**src/rtl/harp_pkg.sv**
```systemverilog
// Shared Harp definitions: UART FSM encoding, frame constants and sync bytes.
package harp_pkg;

  localparam logic [1:0] S_IDLE  = 2'd0;
  localparam logic [1:0] S_START = 2'd1;
  localparam logic [1:0] S_DATA  = 2'd2;
  localparam logic [1:0] S_STOP  = 2'd3;

  localparam int DATA_BITS  = 8;
  localparam int FRAME_BITS = 10;

  localparam logic [7:0] SYNC_0 = 8'hAA;
  localparam logic [7:0] SYNC_1 = 8'hAF;

  localparam int DEFAULT_BAUD = 100000;

  // Integer division floors non-integer clock/baud ratios.
  function automatic int clocks_per_bit(input int clk_hz, input int baud);
    return clk_hz / baud;
  endfunction

endpackage

```
**src/rtl/harp_baud_tick.sv**
```systemverilog
// Bit-period divider: counts 0..CPB-1 and raises tick in the last cycle of each bit.
module harp_baud_tick #(
  parameter int CPB = 10
) (
  input  logic clk,
  input  logic reset,
  input  logic clear,
  output logic tick
);

  localparam int CW = (CPB > 1) ? $clog2(CPB) : 1;
  localparam logic [CW-1:0] LAST = CW'(CPB - 1);

  generate
    if (CPB < 2) begin : g_cpb_check
      $error("harp_baud_tick: CPB must be at least 2");
    end
  endgenerate

  logic [CW-1:0] baud_cnt;

  always_ff @(posedge clk) begin
    if (!reset || clear) begin
      baud_cnt <= '0;
    end else if (baud_cnt == LAST) begin
      baud_cnt <= '0;
    end else begin
      baud_cnt <= baud_cnt + 1'b1;
    end
  end

  assign tick = (baud_cnt == LAST);

endmodule

```
**src/rtl/harp_uart_tx.sv**
```systemverilog
// 8N1 UART transmitter for the Harp timestamp stream; blank frames keep slot timing but stay idle-high.
module harp_uart_tx
  import harp_pkg::*;
#(
  parameter int CLK_HZ = 1000000,
  parameter int BAUD   = DEFAULT_BAUD
) (
  input  logic       clk,
  input  logic       reset,
  input  logic [7:0] uart_data,
  input  logic       uart_start,
  input  logic       uart_blank,
  output logic       tx,
  output logic       uart_end,
  output logic       busy,
  output logic [1:0] state_dbg
);

  localparam int CPB = clocks_per_bit(CLK_HZ, BAUD);

  generate
    if (CPB < 2) begin : g_cpb_check
      $error("harp_uart_tx: CLK_HZ/BAUD must be at least 2");
    end
  endgenerate

  // Handshake: uart_start is a request pulse accepted only in S_IDLE; there is no
  // ready/queue, so a start while busy (including the uart_end cycle) is dropped.
  logic [1:0] state;
  logic [7:0] shift_reg;
  logic       blank_q;
  logic [2:0] bit_cnt;
  logic       tick;
  logic       start_accept;

  assign start_accept = (state == S_IDLE) && uart_start;

  harp_baud_tick #(.CPB(CPB)) u_baud_tick (
    .clk   (clk),
    .reset (reset),
    .clear (start_accept),
    .tick  (tick)
  );

  always_ff @(posedge clk) begin
    if (!reset) begin
      state     <= S_IDLE;
      tx        <= 1'b1;
      shift_reg <= '0;
      blank_q   <= 1'b0;
      bit_cnt   <= '0;
    end else begin
      case (state)
        S_IDLE: begin
          tx <= 1'b1;
          if (uart_start) begin
            shift_reg <= uart_data;
            blank_q   <= uart_blank;
            bit_cnt   <= '0;
            tx        <= uart_blank;
            state     <= S_START;
          end
        end
        S_START: begin
          if (tick) begin
            tx    <= blank_q | shift_reg[0];
            state <= S_DATA;
          end
        end
        S_DATA: begin
          if (tick) begin
            shift_reg <= {1'b0, shift_reg[7:1]};
            bit_cnt   <= bit_cnt + 1'b1;
            // After the last data bit the line goes to the stop level.
            if (bit_cnt == 3'(DATA_BITS - 1)) begin
              tx    <= 1'b1;
              state <= S_STOP;
            end else begin
              tx <= blank_q | shift_reg[1];
            end
          end
        end
        default: begin
          tx <= 1'b1;
          if (tick) begin
            state <= S_IDLE;
          end
        end
      endcase
    end
  end

  assign uart_end  = (state == S_STOP) && tick;
  assign busy      = (state != S_IDLE);
  assign state_dbg = state;

endmodule
```
**config.mk**
```make
export PLATFORM = sky130hd
export DESIGN_NAME = harp_uart_tx
export DESIGN_NICKNAME = d
export VERILOG_FILES = /design/src/rtl/harp_pkg.sv /design/src/rtl/harp_baud_tick.sv /design/src/rtl/harp_uart_tx.sv
export SDC_FILE = /design/constraint.sdc
export NUM_CORES = 1
export LEC_CHECK = 0
export CORE_MARGIN = 2
export CORE_UTILIZATION = 59
export CTS_BUF_LIST = sky130_fd_sc_hd__clkbuf_4
export CTS_CLUSTER_DIAMETER = 30
export DETAILED_ROUTE_END_ITERATION = 6
export GPL_TIMING_DRIVEN = 0
export PLACE_DENSITY_LB_ADDON = 0.15
export SLEW_MARGIN = 10
export SYNTH_ARGS = -nofsm -noshare
export SYNTH_HDL_FRONTEND = slang
export SYNTH_HIERARCHICAL = 1
export SYNTH_SLANG_ARGS = --single-unit
export TNS_END_PERCENT = 10
```
**constraint.sdc**
```tcl
create_clock -name clk -period 2.7 [get_ports clk]
set_input_delay 0.405 -clock clk [delete_from_list [all_inputs] [get_ports clk]]
set_output_delay 0.405 -clock clk [all_outputs]
set_load 0.1 [all_outputs]
```
==> impl_metrics.ini, run 1 <==
[worst_setup_path]
cp-start-kind = flip-flop
slowest_delay_ns = 0.81
cpMaxStageDelayCell = clkdlybuf4s15_1
critPathMaxFanout = 9
r2r-start = state_dbg[0]
reg2reg_to = state_dbg[1]
worstSetupEndpointType = primary output
worst-endpoint-arrival_ns = 2.17
criticalPathCategory = flip-flop to primary output
r2r_cells = 6
rrSetupSlack_ns = 1.12
crit_chain = ha_1 -> nand2_1 -> nor2_1 -> buf_6 -> and2_1 -> clkdlybuf4s15_1
required_ns = 2.30

[routing]
ant_nets = 0
via_per_inst = 5.47
drt_pass1_iterations = 4
drt_iter0_drc = 14
wl_per_cell_um = 13.3
via_count = 854
routed_wl_um = 2070
drc = 0

[min_path]
hp-class = flip-flop to flip-flop
hold_end = bit_cnt[2]
hold_start = bit_cnt[2]
holdPathStages = 2

[sta]
fmax_ghz = 0.389
slew_headroom = 0.356
min_period_over_period = 0.953
hold_viol = 0
fin_worst_skew_ns = 0.00191
setup-violations-final = 0
tightest_slew_ns = 0.963
rsz0062_at_grt = false
finalCriticalPeriod_ns = 2.57
drv_slew = 0
tns_ns = 0

[yosys]
ys_types = 37
synth_compound_gate_area_share = 0.184
synthArstFlopShare = 0
netlist_area_mm2 = 0.00112
synth_top_family_by_area = compound AO/OA/AOI/OAI gates
yosysTopAreaCell = dfxtp_1
synth_simple_gate_area_frac = 0.175
synth-xor-area-share = 0.0156
synth-edff-count = 0
synthCells = 111
synth.net_count = 132
synthAdderAreaFrac = 0.100
seq_area_frac_synth = 0.339
yosysWarnings = 6
synthMuxAreaShare = 0.122
syn_area_per_cell_um2 = 10.1
yosysTopAreaCellShare = 0.339
synthFlopType = dfxtp_1
synth_area_leaders = dfxtp_1 34%, ha_1 10%, mux2i_1 8.9%
ys_ff_latch = 19

[cells_and_area]
n_antenna_cell = 0
fin_nets = 153
area_growth_pct = 19.6
drive_above_1_share = 0.137
largest_reg_flops = 8

[placed_design]
gp_congestion = 0.808
io_buffers = 16
dpl.hpwl_um = 1560

[clock_network]
clock-sinks = 19
numCtsBuffers = 3
cts_tree = built
cts.htree.levels = 1
insertion_delay_ns = 0.28
cts.clk_slew.worst_paths_ns = 0.10
root_buffer = clkbuf_4
cts_setup_buffers = 0
cts_buffer_depth = 2

[status]
status = finished clean

[global_routing]
track_usage = 0.210
grt_pass1_vias = 810
antenna_found_initial = 0
grt_max_degree = 11
grt_pass1_wl_um = 3400
grt-ovfl-total = 0

[power_and_ir_drop]
power.total_w = 0.00134
power_density_mw_per_mm2 = 997
p_leak_nw = 0.589
ir_worst_vdd_mv = 0.815

[floorplan]
placementRows = 15
die_y_um = 47.6
fp.coreArea_mm2 = 0.00176
ioPinCount = 17
die_width_um = 47.6
initial_utilization = 0.637
die_area_mm2 = 0.00227

[flow_run]
cap_violations = 0
metrics by stage:
stage | instance area [µm²] | setup slack, ns | hold WS (ns) | cells | utilization
floorplan | 1120 | 0.161 | 0.443 | 111 | -
detailed placement | 1320 | 0.130 | 0.468 | 152 | 0.745
CTS | 1340 | 0.0794 | 0.483 | 156 | 0.761
global placement | 1320 | 0.161 | 0.460 | 152 | 0.745
finish | 1340 | 0.128 | 0.483 | 156 | 0.762
global route | 1340 | 0.00148 | 0.510 | 156 | 0.762
cell usage in the layout (no fill, tap or decap), types with 4 or more instances in the layout:
cell / Yosys / routed
buf_6: 4 / 4
clkbuf_4: 0 / 4
clkdlybuf4s50_1: 0 / 14
o211a_1: 7 / 7
nand2_1: 4 / 4
nor2_1: 4 / 4
dfxtp_1: 19 / 19
inv_1: 5 / 5
ha_1: 9 / 9
nand3_1: 7 / 7
nand2b_1: 4 / 4
mux2i_1: 10 / 10
synthesized netlist by cell type (3+ instances only):
cell type / instances
o21ai_0: 3
nand2b_1: 4
dfxtp_1: 19
ha_1: 9
o211a_1: 7
nor2_1: 4
o21ai_1: 3
mux2i_1: 10
inv_1: 5
buf_6: 4
nand3_1: 7
nand2_1: 4
layout make-up:
cell class,instances,area [µm²]
Multi-Input combinational cell,81,671
Sequential cell,19,380
Tap cell,25,31.3
Clock buffer,4,30.0
Fill cell,149,420
Inverter,5,18.8
Timing Repair Buffer,16,159
Buffer,6,53.8
power breakdown:
group / leakage, nW / internal (W) / switching [W]
clock network: 0.0184 / 0.0000673 / 0.0000809
logic: 0.415 / 0.000310 / 0.000477
registers: 0.156 / 0.000351 / 0.0000544
total: 0.589 / 0.000728 / 0.000612
worst max-delay path by stage:
stage	start	end	slack, ns
4_1_cts	u_baud_tick/baud_cnt[0]	uart_end	0.08
2_1_floorplan	state_dbg[0]	busy	0.16
5_1_grt	u_baud_tick/baud_cnt[0]	uart_end	0.001
3_5_place_dp	u_baud_tick/baud_cnt[0]	uart_end	0.13
6_report	u_baud_tick/baud_cnt[0]	uart_end	0.13
3_3_place_gp	u_baud_tick/baud_cnt[0]	uart_end	0.16
critical path: cells and delay by family, from the launching register on:
family | cells | cell delay [ns]
flops | 1 | 0.41
simple gates | 3 | 0.32
buf+inv | 2 | 0.97
fa+ha+maj | 1 | 0.17
cells by family (layout without fill, tap and decap cells):
group	after synthesis	count (layout)
AND/OR/NAND/NOR	33	33
AO/OA/AOI/OAI	25	25
flip-flops	19	19
multiplexers	12	12
buffers and inverters	11	31
adder cells (fa/ha/maj)	9	9
XOR/XNOR	2	2
per-layer routing:
layer,up-vias,routed length (µm),part of all wire,GRT usage
li1,434,-,-,-
met1,409,963,0.47,0.256
met2,9,1040,0.50,0.381
met3,2,47,0.023,0.0264
met4,0,14,0.0068,0.0703
met5,-,0,0,0
timing repair:
item	in CTS	in global routing
resized for setup	2	1
hold buffers	0	0
endpoints found under the setup margin	2	1
Note: power is estimated with default switching activity, not from simulation.
==> run 2, diff against run 1 <==
Settings changed: CAP_MARGIN set to 10, TNS_END_PERCENT 10 to 1.
==> results of run 2 <==
No change in the layout: final DEF, timing and power equal those of run 1.
==> run 3, diff against run 2 <==
Settings changed: GPL_ROUTABILITY_DRIVEN set to 0.
Clock period 2.7 ns to 3.2 ns, I/O delays scaled along.
==> impl_metrics.ini, run 3 (same netlist as run 1, synthesis figures left out) <==
[routing]
via_count = 854
ant_nets = 0
drc = 0
via_per_inst = 5.47
drt_pass1_iterations = 4
drt_iter0_drc = 14
wl_per_cell_um = 13.3
routed_wl_um = 2070

[sta]
min_period_over_period = 0.924
tns_ns = 0
slew_headroom = 0.356
setup-violations-final = 0
layout_setup_ws_ns = 0.244
hold_viol = 0
fin_worst_skew_ns = 0.00191
tightest_slew_ns = 0.963
rsz0062_at_grt = false
finalCriticalPeriod_ns = 2.96
fmax_ghz = 0.338
drv_slew = 0

[global_routing]
grt_pass1_vias = 816
grt_pass1_wl_um = 3420
grt_max_degree = 11
antenna_found_initial = 0
track_usage = 0.211
grt-ovfl-total = 0

[cells_and_area]
area_growth_pct = 19.7
fillCellCount = 149
largest_reg_flops = 8
final_area_mm2 = 0.00135
layout.cells.most_common_list = 19 x dfxtp_1, 16 x clkdlybuf4s50_1, 10 x mux2i_1, 9 x ha_1
n_antenna_cell = 0
fin_nets = 153
mostFrequentLayoutCell = dfxtp_1
drive_above_1_share = 0.137

[clock_network]
numCtsBuffers = 3
cts_setup_buffers = 0
insertion_delay_ns = 0.28
cts.htree.levels = 1
cts_resized = 0
root_buffer = clkbuf_4
cts_buffer_depth = 2
cts_tree = built
cts.clk_slew.worst_paths_ns = 0.10
clock-sinks = 19
postCtsHoldBufs = 0

[flow_run]
cap_violations = 0

[worst_setup_path]
required_ns = 2.72
worst-endpoint-arrival_ns = 2.48
r2r-start = state_dbg[0]
slowest_delay_ns = 1.12
worstSetupEndpointType = primary output
critPathMaxFanout = 9
cp-start-kind = flip-flop
r2r_cells = 6
reg2reg_to = state_dbg[1]
crit_chain = ha_1 -> nand2_1 -> nor2_1 -> buf_6 -> and2_1 -> clkdlybuf4s50_1
rrSetupSlack_ns = 1.62
cpMaxStageDelayCell = clkdlybuf4s50_1
criticalPathCategory = flip-flop to primary output

[power_and_ir_drop]
power.total_w = 0.00114
ir_worst_vdd_mv = 0.694
p_leak_nw = 0.585
power_density_mw_per_mm2 = 845

[floorplan]
die_width_um = 47.6
initial_utilization = 0.637
ioPinCount = 17
placementRows = 15
fp.coreArea_mm2 = 0.00176
die_y_um = 47.6
die_area_mm2 = 0.00227

[placed_design]
placed_area_mm2 = 0.00132
pre_cts_slack_ns = 0.555
io_buffers = 16
dpl.hpwl_um = 1560

[status]
status = finished clean

[min_path]
hold_end = bit_cnt[2]
hp-class = flip-flop to flip-flop
holdPathStages = 2
hold_start = bit_cnt[2]
run 3: layer usage:
metal	GRT usage	routed length, µm	vias to the layer above
li1	-	-	434
met1	0.256	963	409
met2	0.384	1040	9
met3	0.0264	46	2
met4	0.0703	14	0
met5	0	0	-
run 3: report_power, final:
group | leakage [nW] | total, W | switching [W] | internal, W
Clock | 0.0184 | 0.000125 | 0.0000682 | 0.0000568
Combinational | 0.410 | 0.000670 | 0.000403 | 0.000267
Sequential | 0.156 | 0.000342 | 0.0000459 | 0.000296
run 3: area by class of cell:
| cell class | instances | area (µm²) | area share |
|---|---|---|---|
| timing repair buffer | 16 | 160 | 0.119 |
| sequential | 19 | 380 | 0.283 |
| clock buffer | 4 | 30.0 | 0.0223 |
| buffer | 6 | 53.8 | 0.0400 |
| multi-input combinational | 81 | 671 | 0.499 |
| tap | 25 | 31.3 | 0.0233 |
| inverter | 5 | 18.8 | 0.0140 |
run 3: through the flow:
stage,std cells,hold slack (ns),utilization
floorplan,111,0.443,-
global placement,152,0.460,0.745
detailed placement,152,0.468,0.745
CTS,156,0.483,0.762
global route,156,0.510,0.762
finish,156,0.483,0.762
run 3: worst max-delay path by stage:
stage | startpoint | to | slack [ns] | cells after the start
after detailed placement | u_baud_tick/baud_cnt[0] | uart_end | 0.55 | 6
after floorplan | state_dbg[0] | busy | 0.59 | 4
final | u_baud_tick/baud_cnt[0] | uart_end | 0.24 | 6
after global placement | u_baud_tick/baud_cnt[0] | uart_end | 0.59 | 6
after global routing | u_baud_tick/baud_cnt[0] | uart_end | 0.12 | 6
after CTS | u_baud_tick/baud_cnt[0] | uart_end | 0.22 | 6
run 3: critical path, delay by kind of cell, from the launching register on:
kind | cells | cell delay [ns]
AND/OR/NAND/NOR | 3 | 0.32
adder cells (fa/ha/maj) | 1 | 0.17
buffers and inverters | 2 | 1.28
flip-flops | 1 | 0.41
